[config.mk]
export PLATFORM = sky130hd
export DESIGN_NAME = multicycle_control
export DESIGN_NICKNAME = d
export VERILOG_FILES = /design/src/rtl/mc_pkg.sv /design/src/rtl/alu_decoder.sv /design/src/rtl/multicycle_control.sv
export SDC_FILE = /design/constraint.sdc
export NUM_CORES = 1
export LEC_CHECK = 0
export ABC_AREA = 1
export ABC_CLOCK_PERIOD_IN_PS = 2700
export CAP_MARGIN = 20
export CORE_MARGIN = 2
export CORE_UTILIZATION = 45
export CTS_CLUSTER_DIAMETER = 100
export DETAILED_ROUTE_END_ITERATION = 10
export PLACE_DENSITY = 0.93
export SLEW_MARGIN = 5
export SYNTH_ARGS = -nofsm -noshare
export SYNTH_HDL_FRONTEND = slang
export SYNTH_HIERARCHICAL = 1
export SYNTH_SLANG_ARGS = --single-unit
[constraint.sdc]
create_clock -name clk -period 2.7 [get_ports clk]
set_clock_uncertainty 0.05 [all_clocks]
set_input_delay 0.405 -clock clk [delete_from_list [all_inputs] [get_ports clk]]
set_output_delay 0.405 -clock clk [all_outputs]
set_load 0.02 [all_outputs]
[src/rtl/mc_pkg.sv]
// mc_pkg: shared state encoding, instruction field constants and ALU codes for the multicycle controller.
package mc_pkg;
  typedef enum logic [3:0] {
    S_FETCH  = 4'd0,
    S_DECODE = 4'd1,
    S_MEMADR = 4'd2,
    S_MEMRD  = 4'd3,
    S_MEMWB  = 4'd4,
    S_MEMWR  = 4'd5,
    S_EXEC   = 4'd6,
    S_ALUWB  = 4'd7,
    S_BRANCH = 4'd8,
    S_JUMP   = 4'd9,
    S_IEXEC  = 4'd10,
    S_IWB    = 4'd11
  } state_t;
  localparam logic [5:0] OP_RTYPE = 6'h00;
  localparam logic [5:0] OP_J     = 6'h02;
  localparam logic [5:0] OP_BEQ   = 6'h04;
  localparam logic [5:0] OP_ADDI  = 6'h08;
  localparam logic [5:0] OP_SLTI  = 6'h0A;
  localparam logic [5:0] OP_ANDI  = 6'h0C;
  localparam logic [5:0] OP_ORI   = 6'h0D;
  localparam logic [5:0] OP_LW    = 6'h23;
  localparam logic [5:0] OP_SW    = 6'h2B;
  localparam logic [5:0] FN_ADD   = 6'h20;
  localparam logic [5:0] FN_SUB   = 6'h22;
  localparam logic [5:0] FN_AND   = 6'h24;
  localparam logic [5:0] FN_OR    = 6'h25;
  localparam logic [5:0] FN_SLT   = 6'h2A;
  localparam logic [2:0] ALU_AND  = 3'd0;
  localparam logic [2:0] ALU_OR   = 3'd1;
  localparam logic [2:0] ALU_ADD  = 3'd2;
  localparam logic [2:0] ALU_SUB  = 3'd6;
  localparam logic [2:0] ALU_SLT  = 3'd7;
  // An unrecognised opcode maps to S_FETCH, which doubles as the illegal-opcode indication.
  function automatic state_t decode_next(input logic [5:0] op);
    return op == OP_RTYPE                 ? S_EXEC   :
           (op == OP_LW || op == OP_SW)   ? S_MEMADR :
           op == OP_BEQ                   ? S_BRANCH :
           op == OP_J                     ? S_JUMP   :
           (op == OP_ADDI || op == OP_SLTI ||
            op == OP_ANDI || op == OP_ORI) ? S_IEXEC  : S_FETCH;
  endfunction
endpackage

[src/rtl/alu_decoder.sv]
// alu_decoder: combinational map from controller state and instruction fields to the ALU control code.
module alu_decoder
  import mc_pkg::*;
#(
  parameter int ALU_CTRL_W = 4
) (
  input  state_t                  state,
  input  logic [5:0]              opcode,
  input  logic [5:0]              funct,
  output logic [ALU_CTRL_W-1:0]   alu_control,
  output logic                    bad_funct
);
  logic [2:0] fn_code;
  logic [2:0] op_code;
  logic [2:0] code;
  logic       fn_ok;
  assign fn_ok   = funct == FN_ADD || funct == FN_SUB || funct == FN_AND ||
                   funct == FN_OR  || funct == FN_SLT;
  assign fn_code = funct == FN_ADD ? ALU_ADD :
                   funct == FN_SUB ? ALU_SUB :
                   funct == FN_AND ? ALU_AND :
                   funct == FN_OR  ? ALU_OR  :
                   funct == FN_SLT ? ALU_SLT : 3'd0;
  assign op_code = opcode == OP_SLTI ? ALU_SLT :
                   opcode == OP_ANDI ? ALU_AND :
                   opcode == OP_ORI  ? ALU_OR  : ALU_ADD;
  assign code    = state == S_EXEC   ? fn_code :
                   state == S_IEXEC  ? op_code :
                   state == S_BRANCH ? ALU_SUB :
                   (state == S_FETCH || state == S_DECODE || state == S_MEMADR) ? ALU_ADD : 3'd0;
  assign alu_control = ALU_CTRL_W'(code);
  assign bad_funct   = state == S_EXEC && !fn_ok;
endmodule

[src/rtl/multicycle_control.sv]
// multicycle_control: Moore control FSM for a multicycle MIPS-style datapath with optional memory handshake.
module multicycle_control
  import mc_pkg::*;
#(
  parameter int ALU_CTRL_W = 4,
  parameter int MEM_WAIT   = 1
) (
  input  logic                  clk,
  input  logic                  rst,
  input  logic [5:0]            opcode,
  input  logic [5:0]            funct,
  input  logic                  mem_ready,
  output logic                  pc_write,
  output logic                  pc_write_cond,
  output logic                  iord,
  output logic                  mem_read,
  output logic                  mem_write,
  output logic                  ir_write,
  output logic                  mem_to_reg,
  output logic                  reg_dst,
  output logic                  reg_write,
  output logic                  alu_src_a,
  output logic [1:0]            alu_src_b,
  output logic [1:0]            pc_source,
  output logic [ALU_CTRL_W-1:0] alu_control,
  output logic [3:0]            state_o,
  output logic                  illegal
);
  if (ALU_CTRL_W < 3) begin : g_bad_width
    $error("multicycle_control: ALU_CTRL_W must be at least 3");
  end
  state_t                  state;
  logic                    run;
  logic                    mem_done;
  logic                    fetch_done;
  logic                    bad_funct;
  logic [ALU_CTRL_W-1:0]   alu_code;
  alu_decoder #(.ALU_CTRL_W(ALU_CTRL_W)) u_alu_decoder (
    .state       (state),
    .opcode      (opcode),
    .funct       (funct),
    .alu_control (alu_code),
    .bad_funct   (bad_funct)
  );
  assign mem_done   = MEM_WAIT == 0 || mem_ready;
  assign fetch_done = state == S_FETCH && mem_done;
  // run stays low through reset and the cycle after release, so FETCH starts on the first edge.
  always_ff @(posedge clk or posedge rst) begin
    if (rst) begin
      state <= S_FETCH;
      run   <= 1'b0;
    end else begin
      run <= 1'b1;
      if (run)
        case (state)
          S_FETCH:  state <= mem_done ? S_DECODE : S_FETCH;
          S_DECODE: state <= decode_next(opcode);
          S_MEMADR: state <= opcode == OP_LW ? S_MEMRD : S_MEMWR;
          S_MEMRD:  state <= mem_done ? S_MEMWB : S_MEMRD;
          S_MEMWR:  state <= mem_done ? S_FETCH : S_MEMWR;
          S_EXEC:   state <= bad_funct ? S_FETCH : S_ALUWB;
          S_IEXEC:  state <= S_IWB;
          default:  state <= S_FETCH;
        endcase
    end
  end
  assign state_o       = state;
  assign mem_read      = run && (state == S_FETCH || state == S_MEMRD);
  assign mem_write     = run && state == S_MEMWR;
  assign iord          = run && (state == S_MEMRD || state == S_MEMWR);
  assign ir_write      = run && fetch_done;
  assign pc_write      = run && (fetch_done || state == S_JUMP);
  assign pc_write_cond = run && state == S_BRANCH;
  assign mem_to_reg    = run && state == S_MEMWB;
  assign reg_dst       = run && state == S_ALUWB;
  assign reg_write     = run && (state == S_MEMWB || state == S_ALUWB || state == S_IWB);
  assign alu_src_a     = run && (state == S_MEMADR || state == S_EXEC ||
                                 state == S_BRANCH || state == S_IEXEC);
  assign alu_src_b     = !run                                     ? 2'b00 :
                         state == S_FETCH                         ? 2'b01 :
                         state == S_DECODE                        ? 2'b11 :
                         (state == S_MEMADR || state == S_IEXEC)  ? 2'b10 : 2'b00;
  assign pc_source     = !run                ? 2'b00 :
                         state == S_BRANCH   ? 2'b01 :
                         state == S_JUMP     ? 2'b10 : 2'b00;
  assign alu_control   = run ? alu_code : '0;
  assign illegal       = run && ((state == S_DECODE && decode_next(opcode) == S_FETCH) || bad_funct);
endmodule
-- Yosys cells after proc, flatten, opt, wreduce, memory -nomap -nowiden
Cells that the tools add are included.
- register bits after elaboration: 5
- latch bits: 0
- bits in writable memories: 0
- memory bits (read-only): 0
- bits of input ports: 15
- output and inout port bits: 23
- logic and storage cells: 95
- memories: 0
- $add $sub $neg: 0
- multiply operators: 0
- divide/modulo/power cells: 0
- $lt $le $gt $ge: 0
- equal/unequal tests: 24
- shift operators: 0
- mux-type cells: 31
- bitwise gates (word level): 0
- reduce and logical (&&, ||, !) cells: 38
- operator list (cell ; number):
    3-bit two-way mux ; 15
    6-bit equality test (second input constant) ; 7
    4-bit one-hot mux with 7 select lines ; 1
    6-bit by 4-bit equality test with 1-bit output (second input constant) ; 4
    1-bit logical OR ; 20
    4-bit two-way mux ; 5
    2-bit two-way mux ; 9
    4-bit by 3-bit equality test with 1-bit output (second input constant) ; 4
    4-bit equality test (second input constant) ; 4
    1-bit logical AND ; 14
    4-bit by 2-bit equality test with 1-bit output (second input constant) ; 2
    4-bit zero test ; 2
    6-bit by 2-bit equality test with 1-bit output (second input constant) ; 1
    6-bit by 3-bit equality test with 1-bit output (second input constant) ; 1
    6-bit zero test ; 1
    4-bit by 1-bit equality test with 1-bit output (second input constant) ; 1
    1-bit zero test ; 1
    1-bit two-way mux ; 1

-- Depth between registers and ports, before layout
- word-level depth: 13
- gate-level depth with buffers: 12
- mapped depth without buffers: 12

-- Modules after synthesis
Netlist, hierarchy kept.
- by module, submodules not included (module ; times used ; cells an instance ; area each (um^2) ; sequential area each (um^2)):
    multicycle_control ; 1 ; 129 ; 673.1 ; 125.1
    alu_decoder ; 1 ; 64 ; 275.3 ; 0.0

-- Least setup slack after synthesis
No wires, ideal clock.
- path type: reg-to-output
- start: reg state[1], in the netlist state_o[1]
- end: out mem_read
- arrival time: 1454 ps
- required time: 2245 ps
- path slack: 791 ps
- cell stages (with the launch flop): 5
- path buffers: 0
- path through: dfrtp_1 inv_2 nand2_2 inv_1 nor4_1
- word-level cells in the longest chain between the ends: 3
- elaborated cells on any way between the ends: 4
- those cells by class: 1 x eq/ne; 3 x reduce/logical
- RTL lines (item ; RTL line ; RTL):
    from (decl) ; multicycle_control.sv:32 ; state_t state;
    from (signal assigned) ; multicycle_control.sv:56 ; S_FETCH: state <= mem_done ? S_DECODE : S_FETCH;
    from (signal assigned) ; multicycle_control.sv:57 ; S_DECODE: state <= decode_next(opcode);
    from (signal assigned) ; multicycle_control.sv:58 ; S_MEMADR: state <= opcode == OP_LW ? S_MEMRD : S_MEMWR;
    4-bit by 2-bit equality test with 1-bit output / 4-bit zero test (equally long branches) ; multicycle_control.sv:68 ; assign mem_read = run && (state == S_FETCH || state == S_MEMRD);
    1-bit logical OR (*) ; multicycle_control.sv:68 ;
    1-bit logical AND (*) ; multicycle_control.sv:68 ;
    to (decl) ; multicycle_control.sv:16 ; output logic mem_read,
Mark *: on every way between the ends. The rest lies on a longest branch, timed or not.

-- Worst setup path after layout
- start: in opcode[3]
- end: out alu_control[2]
- word-level cells in the longest chain between the ends: 5
- RTL lines (item ; RTL line ; RTL):
    from (decl) ; multicycle_control.sv:10 ; input logic [5:0] opcode,
    6-bit by 4-bit equality test with 1-bit output ; alu_decoder.sv:24 ; assign op_code = opcode == OP_SLTI ? ALU_SLT :
    3-bit two-way mux ; alu_decoder.sv:24 ;
    3-bit two-way mux ; alu_decoder.sv:28 ; state == S_IEXEC ? op_code :
    3-bit two-way mux ; alu_decoder.sv:27 ; assign code = state == S_EXEC ? fn_code :
    named net alu_code[2] ; multicycle_control.sv:37 ; logic [ALU_CTRL_W-1:0] alu_code;
    3-bit two-way mux ; multicycle_control.sv:86 ; assign alu_control = run ? alu_code : '0;
    to (decl) ; multicycle_control.sv:25 ; output logic [ALU_CTRL_W-1:0] alu_control,
The timed path passes the listed nets, and every way through them passes these cells.

==> results.toml <==
[power]
swShare = 0.464
clkPwrFrac = 0.176
power_frac_seq = 0.219
ir_worst_vdd_uv = 309
p_switching_mw = 0.228
p_comb_frac = 0.605
p_int_mw = 0.264
p_leak_nw = 0.771
power_density_nw_per_um2 = 362

[floorplanning]
die_area_um2 = 2490
io_pins = 38
design.core.area_um2 = 1980
rows = 16
initial_utilization = 0.479
die_w_um = 49.9
die_y_um = 49.9

[worst_setup_path]
critPathArrivalTime_ps = 2120
cp_slowest_cell = "clkdlybuf4s50_1"
path_cells = "clkdlybuf4s50_1, nand2_1, nor3_1, nand3_1, nand3_1, nand2_1, inv_1, clkdlybuf4s50_1"
path_buf_inv = 3
cp-end-kind = "output pin"
path_delay_family = "buffers and inverters"
start_kind = "input pin"
critPathKind = "in -> out"
cp_max_fo = 5
required_ps = 2250
cpPeakStageDelay_ps = 580

[logic_synthesis]
synth-adder-area-share = 0
ys_ff_latch = 5
synth_top_family_by_area = "simple AND/OR/NAND/NOR gates"
synthTopCellsByArea = "nand2_1 22%, nor2_1 15%, dfrtp_1 13%, nand3_1 13%, inv_1 13%"
synth.area.mux_share = 0
yosysMostFrequentCell = "nand2_1"
postSynthAreaPerCell_um2 = 4.91
synth-seq-area-share = 0.132
synth_area_leader_cell = "nand2_1"
synth-xor-area-share = 0
synth_ff_type = "dfrtp_1"
yosys_warnings = 6
synth.distinct_cells = 22
synth_simple_gate_area_frac = 0.624
synth_edf_count = 0
netlist_area_um2 = 948
ys_top_cells_by_count = "56 x nand2_1, 37 x nor2_1, 32 x inv_1, 24 x nand3_1"
ys_async_sr_fraction = 1.00
synth_cells = 193
synth_compound_area_frac = 0.0580
syn-num-nets = 208
yosysTopAreaCellShare = 0.222

[sta]
setup_ws_ps = 127
fin_crit_sh = 0.953
tns_ps = 0
grt_setup_unrepaired = "no"
slew_viol_final = 0
min_period_ps = 2570
setup_viol = 0
clock.fmax_mhz = 389
hold_violations = 0

[layout]
final_core_util = 0.686
multi_input_area_um2 = 657
design_area_um2 = 1360
syn_to_final_growth_pct = 43.4
n_fill_cell = 184
stdcell_count = 258
register_area_um2 = 125
layout-drive-gt1-share = 0.0866
num_antenna_cells = 0
nNetsFinal = 247

[grt]
antenna_found_initial = 0
gr-max-usage-layer = "met2"
grt_pass1_wl_um = 4260
overflow = 0
grt_max_degree = 11
grt_usage = 0.214
grt_util_met2 = 0.393
grt.met1_usage = 0.255
grt_use_met3 = 0.0424
grt_pass1_vias = 1053

[routing]
antenna_left = 0
vias = 1251
wl_per_cell_um = 9.74
wirelength_um = 2510
drt_pre_antenna_iters = 4
dr.first_iter.drc_count = 34
drc_errors = 0
viasPerCell = 4.85

[place]
dp_hpwl_um = 1980
portBuffers = 36
finalWeightedCongestion = 0.870
post_dp_cell_area_um2 = 1320
pre_cts_slack_ps = 46.0
dp.cells = 254

[clocking]
clkLatencyLatePin_ps = 240
cts_tree = "yes"
cts_buffers = 3
clock_path_buffers = 2
clock_sinks = 5
clkSlewWorstSetupHoldPaths_ps = 40
h-tree-depth = 1
cts-root-buf = "clkbuf_4"

[min_path]
hold_path_class = "in -> async"

[run_status]
status = "complete, no violations"

[job]
cap_violations = 0
final cells by class:
type	instances	share of cell area
multi-input combinational	148	0.483
timing repair buffer	38	0.282
inverter	36	0.0994
tap	27	0.0248
clock buffer	4	0.0193
sequential	5	0.0920
cells in the final DEF (no fill, tap or decap), drive strengths merged:
cell,n
o21ai,6
nor4,1
nand4,1
buf,2
conb,2
clkinv,1
nand3b,1
nor2,44
dfrtp,5
clkbuf,4
clkdlybuf4s50,33
dlymetal6s2s,3
nand3,25
inv,35
nor3,4
nand2,59
a21oi,5
power groups by stage:
stage               clock network, mW  registers (mW)  logic [mW]
floorplan                           0           0.114       0.170
global placement                    0           0.108       0.292
detailed placement                  0           0.109       0.295
CTS                            0.0885           0.108       0.298
global route                    0.101           0.110       0.325
finish                         0.0867           0.108       0.298
layer usage:
layer,wire [um],part of all wire
met1,1120,0.45
met2,1190,0.47
met3,197,0.078
met4,8,0.0032
met5,0,0
kinds of logic (layout without fill, tap and decap cells):
| group | Yosys count | after routing |
|---|---|---|
| and+or+nand+nor | 135 | 135 |
| AOI/OAI and AO/OA | 11 | 11 |
| buffers and inverters | 40 | 78 |
| other | 2 | 2 |
| DFF | 5 | 5 |
final timing paths:
kind | from | to | cells past startpoint | slack, ps
worst min-delay path | rst | run$_DFF_PP0_ | 2 | 330
min in group clk | run$_DFF_PP0_ | state_o[0]$_DFFE_PP0P_ | 3 | 580
max in group asynchronous | rst | state_o[2]$_DFFE_PP0P_ | 2 | 2110
worst max-delay path | opcode[3] | alu_control[2] | 8 | 130
worst min register to register | run$_DFF_PP0_ | state_o[0]$_DFFE_PP0P_ | 3 | 580
worst max register to register | state_o[0]$_DFFE_PP0P_ | state_o[1]$_DFFE_PP0P_ | 12 | 970
repair_timing:
item                       in CTS  in global routing
setup endpoints to repair       0                  4
hold buffers                    0                  0
gates resized for setup         0                  4
setup buffers                   0                  0
state kept, by name, indices dropped and copies added (netlist names):
name     count
run          1
state_o      4
per-stage QoR:
step | power, mW | hold slack, ps
after floorplan | 0.284 | 134
after global placement | 0.400 | 563
after detailed placement | 0.404 | 580
after CTS | 0.494 | 333
after global routing | 0.535 | 343
final | 0.493 | 332
(Power assumes the default switching activity.)
==> edit, RTL diff (config.mk and constraints unchanged) <==
Reset style: synchronous (`rst`), changed in one clocked block.
--- a/src/rtl/multicycle_control.sv
+++ b/src/rtl/multicycle_control.sv
@@ -47,3 +47,3 @@
   // run stays low through reset and the cycle after release, so FETCH starts on the first edge.
-  always_ff @(posedge clk or posedge rst) begin
+  always_ff @(posedge clk) begin
     if (rst) begin
Function: differs if rst is asserted again (counterexample within 4 cycles, from zero or initial values and one cycle with rst high); with rst held inactive, the same outputs for 10 cycles.
==> edit against the unedited design <==
- global-route usage increased by 0.49 points
- worst setup slack improved by 16 ps
- first-iteration DRC count decreased by 68%
- area after synthesis decreased by 5.1%
- sequential cell count unchanged
- wire length decreased by 2.0%
- core utilization increased by 0.061 points
- via count decreased by 6.8%
- cell area decreased by 2.9%
- critical path type unchanged
- largest cell class unchanged
- highest routed layer unchanged
Power is not compared: it rests on default switching activity, and its combinational part moved more than twofold at a synthesized area within 25%.
==> edit: results <==
export IMPL_status="complete, no violations"
export IMPL_nFillCells=196
export IMPL_h_tree_depth=1
export IMPL_placed_cell_area_sq_mm=0.001284
export IMPL_final_nets=235
export IMPL_clk_pin_slew_ps=40
export IMPL_grt_max_degree=16
export IMPL_clockBufferDepth=2
export IMPL_muxShareOfSynthArea_pct=0
export IMPL_clk_latency_ps=250
export IMPL_cts_resized=0
export IMPL_ys_seq_area_share_pct=11.13
export IMPL_synth_xor_area_share_pct=0
export IMPL_grt_pass1_wl_mm=4.215
export IMPL_grt_pass1_vias=1059
export IMPL_peakVddDrop_v=0.0001339
export IMPL_hpwlAfterDp_mm=1.922
export IMPL_cts_buffers=3
export IMPL_cts_setup_buffers=0
export IMPL_drtPass1Iterations=4
export IMPL_syn_nets=195
export IMPL_worstPathArrival_ps=2100
export IMPL_gp_congestion=0.8465
export IMPL_synth_area_leaders="nand2_1 22%, nor2_1 13%, inv_1 12%, dfxtp_1 11%, nand3_1 8.9%"
export IMPL_antenna_found_initial=0
export IMPL_drt_initial_drc_count=11
export IMPL_portBuffers=36
export IMPL_cp_max_fo=6
export IMPL_yosys_warnings=6
export IMPL_grt_util_all_layers_pct=21.90
export IMPL_clockRootBuffer="clkbuf_4"
export IMPL_synth_commonest_cells="53 x nand2_1, 30 x nor2_1, 28 x inv_1"
export IMPL_synth_fa_ha_area_share_pct=0
export IMPL_synthFlopType="dfxtp_1"
export IMPL_synth_compound_area_share_pct=10.01
export IMPL_p_leak_uw=0.0006982
export IMPL_ys_async_sr_fraction_pct=0
export IMPL_largest_register_ffs=4
export IMPL_wl_per_cell_um=10.00
export IMPL_synthDistinctLibCells=25
export IMPL_vias=1166
export IMPL_layout_drive_gt1_share_pct=10.05
export IMPL_hp_class="flip-flop to flip-flop"
export IMPL_diodes=0
## edit: cell count changes after synthesis, sizes merged, moves of 2 or more
cell,change
o21ai,-2
nor3,+2
a21oi,+6
nand3,-8
nand2,-3
nand4,+2
dfxtp,+5
nor2,-8
dfrtp,-5
inv,-3
## edit: area by class of cell
cell class | count | area, sq um | area share, %
inverter | 32 | 120.1 | 9.099
tap | 27 | 33.78 | 2.559
sequential | 5 | 100.1 | 7.583
multi-input combinational | 139 | 651.9 | 49.38
clock buffer | 4 | 26.28 | 1.991
timing repair buffer | 39 | 387.9 | 29.38
## edit: routing by layer
metal  routed length, um  vias to the layer above  GRT usage (%)  share of wire (%)
met1                1035                      484          23.24                 42
met5                   0                        -              0                  0
met3                 147                        5          1.852                6.0
met4                  40                        0          11.43                1.6
li1                    -                      635              -                  -
met2                1238                       42          42.24                 50
## edit: cell families (layout without fill, tap and decap cells)
kind of cell,after synthesis,in the layout
buf+inv,36,75
other cells,1,1
simple gates,121,121
compound gates,17,17
flops,5,5
## edit: final timing paths
path	from	end	slack, ps	cells past startpoint
hold reg to reg	state_o[1]$_SDFFE_PP0P_	state_o[1]$_SDFFE_PP0P_	580	2
setup / recovery	opcode[1]	alu_control[2]	140	8
setup reg to reg	state_o[2]$_SDFFE_PP0P_	state_o[1]$_SDFFE_PP0P_	970	11
hold / removal	state_o[1]$_SDFFE_PP0P_	state_o[1]$_SDFFE_PP0P_	580	2
## edit: per-stage QoR
stage                     std cells  worst slack, ps  util, %
after floorplan                 180            423.4        -
after global placement          242            41.46    66.80
after detailed placement        242            6.427    66.80
after CTS                       246         0.006883    68.16
after global routing            246            9.630    68.68
final                           246            143.1    68.68
## edit: critical path, stage by stage
cell,delay [ps]
clkdlybuf4s50_1,570
nand2_1,90
nor3_2,160
nand3_1,100
nand3b_1,90
nand2_1,50
inv_1,50
clkdlybuf4s50_1,590
## edit: power by group
group,switching [uW],internal (uW)
Clock,32.3,56.0
Combinational,56.2,47.2
Sequential,3.68,76.1
Total,92.2,179
